--- src/rtl/hazard_stall_ctrl.sv ---
// Hazard/stall controller for a 5-stage pipeline: sequences PC and IF/ID updates,
// inserts bubbles for load-use, branch redirects, fetch misses and multi-cycle mul/div.
module hazard_stall_ctrl #(
    parameter int MD_LATENCY = 4,
    parameter int CNT_W      = 32
) (
    input  logic             clk,
    input  logic             rst,
    input  logic [4:0]       Rs1D,
    input  logic [4:0]       Rs2D,
    input  logic [4:0]       RdE,
    input  logic             MemReadE,
    input  logic             PCSrcE,
    input  logic             MdStartE,
    input  logic             ImemReady,
    input  logic             PerfClr,
    output logic             PCWrite,
    output logic             IF_ID_Write,
    output logic             FlushD,
    output logic             FlushE,
    output logic             StallE,
    output logic             MdDoneE,
    output logic [CNT_W-1:0] StallCount,
    output logic [CNT_W-1:0] FlushCount
);

    localparam int CW = (MD_LATENCY > 2) ? $clog2(MD_LATENCY) : 1;

    localparam logic [0:0] RUN     = 1'b0;
    localparam logic [0:0] MD_BUSY = 1'b1;

    logic [0:0]    state;
    logic [0:0]    next_state;
    logic [CW-1:0] cnt;
    logic [CW-1:0] next_cnt;
    logic          load_use;
    logic          flush_evt;

    assign load_use = MemReadE && (RdE != 5'd0) && ((RdE == Rs1D) || (RdE == Rs2D));

    always_comb begin
        PCWrite     = 1'b1;
        IF_ID_Write = 1'b1;
        FlushD      = 1'b0;
        FlushE      = 1'b0;
        StallE      = 1'b0;
        MdDoneE     = 1'b0;
        flush_evt   = 1'b0;
        next_state  = state;
        next_cnt    = cnt;
        if (!rst) begin
            PCWrite     = 1'b0;
            IF_ID_Write = 1'b0;
            FlushD      = 1'b1;
            FlushE      = 1'b1;
            next_state  = RUN;
            next_cnt    = '0;
        end else if (state == MD_BUSY) begin
            // The mul/div op sits in Execute until release, so its inputs are ignored here.
            if (cnt != '0) begin
                StallE      = 1'b1;
                PCWrite     = 1'b0;
                IF_ID_Write = 1'b0;
                next_cnt    = cnt - 1'b1;
            end else begin
                MdDoneE    = 1'b1;
                next_state = RUN;
            end
        end else if (PCSrcE) begin
            FlushD    = 1'b1;
            FlushE    = 1'b1;
            flush_evt = 1'b1;
        end else if (MdStartE) begin
            StallE      = 1'b1;
            PCWrite     = 1'b0;
            IF_ID_Write = 1'b0;
            next_cnt    = CW'(MD_LATENCY - 2);
            next_state  = MD_BUSY;
        end else if (load_use) begin
            PCWrite     = 1'b0;
            IF_ID_Write = 1'b0;
            FlushE      = 1'b1;
        end else if (!ImemReady) begin
            PCWrite = 1'b0;
            FlushD  = 1'b1;
        end
    end

    always_ff @(posedge clk or negedge rst) begin
        if (!rst) begin
            state <= RUN;
            cnt   <= '0;
        end else begin
            state <= next_state;
            cnt   <= next_cnt;
        end
    end

    // Clear takes precedence over a same-cycle increment; both counters stick at all-ones.
    always_ff @(posedge clk or negedge rst) begin
        if (!rst) begin
            StallCount <= '0;
            FlushCount <= '0;
        end else if (PerfClr) begin
            StallCount <= '0;
            FlushCount <= '0;
        end else begin
            if (!PCWrite && (StallCount != '1))
                StallCount <= StallCount + CNT_W'(1);
            if (flush_evt && (FlushCount != '1))
                FlushCount <= FlushCount + CNT_W'(1);
        end
    end

endmodule

--- config.mk ---
export PLATFORM = sky130hd
export DESIGN_NAME = hazard_stall_ctrl
export DESIGN_NICKNAME = d
export VERILOG_FILES = /design/src/rtl/hazard_stall_ctrl.sv
export SDC_FILE = /design/constraint.sdc
export NUM_CORES = 1
export LEC_CHECK = 0
export BUFFER_PORTS_ARGS = -buffer_cell sky130_fd_sc_hd__buf_4
export CELL_PAD_IN_SITES_DETAIL_PLACEMENT = 1
export CELL_PAD_IN_SITES_GLOBAL_PLACEMENT = 2
export CORE_MARGIN = 8
export CORE_UTILIZATION = 32
export DETAILED_ROUTE_END_ITERATION = 8
export GPL_TIMING_DRIVEN = 0
export PLACE_DENSITY_LB_ADDON = 0.1
export SETUP_SLACK_MARGIN = 0.05
export SLEW_MARGIN = 20
export SYNTH_ARGS = -nofsm -noshare
export SYNTH_HDL_FRONTEND = slang
export SYNTH_SLANG_ARGS = --single-unit
--- constraint.sdc ---
create_clock -name clk -period 3.1 [get_ports clk]
set_input_delay 0.775 -clock clk [delete_from_list [all_inputs] [get_ports clk]]
set_output_delay 0.775 -clock clk [all_outputs]
set_load 0.005 [all_outputs]
==> results by group <==
Outcome
  • Status: finished with violations
  • Failing checks: setup timing

Routing
  • Routed Wire Length: 13400 um
  • Wire length per cell: 19.2 um
  • DRT Pass-1 Iters: 4
  • DRC Markers: 0
  • Routed vias: 3809
  • Remaining antenna violation count: 0
  • Initial drt markers: 183
  • Via density: 5.47

Setup path
  • Type of element launching the critical path: input pin
  • Crit. End Element: primary output
  • Worst Path Max Fanout: 2
  • R2r startpoint: StallCount[0]
  • Critical Path AT: 2.33 ns
  • CP required: 2.32 ns
  • WS Path Type: input pin to primary output
  • Crit path from: RdE[4]

Layout
  • Non-filler instance count after layout: 696
  • Area Growth Syn to Fin: 32.4%
  • Filler Cells Inserted: 1430
  • Core Util, Final: 43.4%
  • Layout cell share with drive strength beyond 1: 25.3%
  • Final #Nets: 571
  • Antenna Cells: 0

Power and ir drop
  • Leak: 2.18 nW
  • Total power: 2.10 mW
  • Maximum vdd drop: 0.000172 V
  • Power per standard cell area: 403 nW/um^2

Job
  • Number of max-cap violations: 0

Clocking
  • Clk Latency, worst-skew pair: 0.34 ns
  • Clk sinks: 67
  • CTS clk-pin slew, worst paths: 0.06 ns
  • H-tree depth: 3
  • CTS tree: yes
  • Clock Path Buffers: 2
  • Root buffer cell: clkbuf_16
  • Hold_buf cts: 0
  • Total CTS buffers: 9

Synthesis
  • YS warnings: 0
  • Most common cell in the synthesized netlist: dfrtp_1
  • Yosys reg bits: 67
  • Share of the synthesized area in the top cell type: 42.6%
  • Synth cell types: 45
  • Post-synth EDFFs: 0
  • Synthesized instance count: 442
  • Syn_area_per_cell: 8.90 sq um
  • Leading post-synthesis cells by cell area: dfrtp_1, xnor2_1, nor2_1
  • Sequential share of the synthesized area: 42.6%
  • Post-Syn Area: 3940 sq um
  • Leading area contributor after synthesis: dfrtp_1
  • Post-synth top cells: dfrtp_1, nor2_1, nand2_1, a21oi_1, xnor2_1
  • Post-synth ARST share: 100%
  • Post-Syn Nets: 467
  • Ys flop type: dfrtp_1

Timing
  • Relative slew slack: 57.4%
  • Setup TNS: -0.00455 ns
  • Setup Skew: 0.00510 ns
  • Count of final setup violators: 1
  • Worst hold margin: 0.280 ns
  • Unrepaired setup endpoints after global routing: true
  • Crit path time final: 3.10 ns
  • Slew Viols, Final: 0
  • Final Hold Vio Count: 0
  • Final WS setup: -0.00455 ns
  • Final period util: 100%
  • Fmax: 0.322 GHz
  • Slew @ Worst Pin: 0.633 ns

Floorplan
  • Row count: 40
  • Ports: 92
  • Die Ht: 127 um
  • Die area: 16100 sq um
  • Core area: 12000 sq um
  • Die Wd: 127 um
  • Starting density of the core: 32.8%

Placement
  • GP Congestion: 0.776
  • DP HPWL: 9480 um
  • DP Cell Count: 679
  • Port bufs: 90

GRT
  • Grt ovf: 0
  • Initial antenna violation count: 0
  • Vias in the first global route: 4116
  • Largest net degree at the start of global routing: 35
  • Total Routing Usage GR: 17.1%
  • First-pass GRT wire length: 22000 um

Hold path
  • Worst hold path type: input pin to async pin
-- path summary, 6_finish.rpt --
kind | end | slack [ns] | depth (start not counted)
max in group asynchronous | StallCount[0] | 2.51 | 1
min in group clk | cnt[0] | 0.46 | 1
setup reg to reg | StallCount[19] | 0.40 | 8
setup / recovery | FlushD | -0.005 | 7
hold / removal | FlushCount[22] | 0.28 | 1
hold reg to reg | cnt[0] | 0.46 | 1
-- kinds of logic after synthesis --
logic type | count (synthesis) | share of synthesized area [%]
and+or+nand+nor | 222 | 30.8
adders and majority gates | 3 | 0.954
xor gates and xnor gates | 38 | 8.46
DFF | 67 | 42.6
muxes | 8 | 2.26
AOI/OAI and AO/OA | 75 | 11.7
buffers and inverters | 29 | 3.18
-- metal layers --
layer  part of all wire, %  vias up  GRT usage [%]
met5                     0        -              0
met4                   1.4        0           5.95
met3                   4.2       14           4.06
met2                    50       62           29.6
met1                    44     1899           20.3
li1                      -     1834              -
-- critical path: stages --
cell and delay, ns:
buf_8 0.10, or4_4 0.52, o21a_1 0.20, and2_4 0.14, or2_4 0.24, o311ai_2 0.20, buf_4 0.15
-- layout make-up --
type | instances | area, sq um | share of cell area, %
Inverter | 8 | 30.0 | 0.576
Sequential cell | 67 | 1680 | 32.2
Buffer | 20 | 106 | 2.04
Tap cell | 147 | 184 | 3.53
Clock buffer | 11 | 243 | 4.66
Multi-Input combinational cell | 346 | 2170 | 41.6
Timing Repair Buffer | 94 | 762 | 14.6
Clock inverter | 3 | 40.0 | 0.768
-- sequential cells by signal (all words and copies together) (netlist names) --
register	flops
FlushCount	32
StallCount	32
cnt	2
state	1
-- timing repair --
item                                    in CTS  in global routing
setup buffers                                3                  0
pin swaps                                    4                  3
cloned                                       1                  0
endpoints found under the setup margin      43                 10
gates resized for setup                     17                  6
-- stage by stage --
stage                     worst slack (ns)  cell area, sq um
after floorplan                      0.112              3940
after global placement               -1.20              4790
after detailed placement             -1.18              4790
after CTS                          -0.0644              5190
after global routing               -0.0743              5210
final                             -0.00455              5210
-- cells in the final DEF (no fill, tap or decap), types with 9 or more instances in the layout --
cell type,n
buf_4,90
dfrtp_1,67
nor2_1,46
nand2_1,34
xnor2_1,31
a21oi_1,30
nand3_1,23
nand4_1,18
o21ai_0,17
or3_1,15
nor3_1,15
nor4_1,14
o31ai_1,13
clkbuf_1,13
or4_1,12
and3_1,10
nor2b_1,9
clkbuf_16,9
-- power by group --
part | internal (mW) | leakage (nW) | switching, mW
clock | 0.633 | 0.141 | 0.374
combinational | 0.0850 | 1.10 | 0.116
sequential | 0.883 | 0.932 | 0.0102
Note: power is estimated with default switching activity, not from simulation.
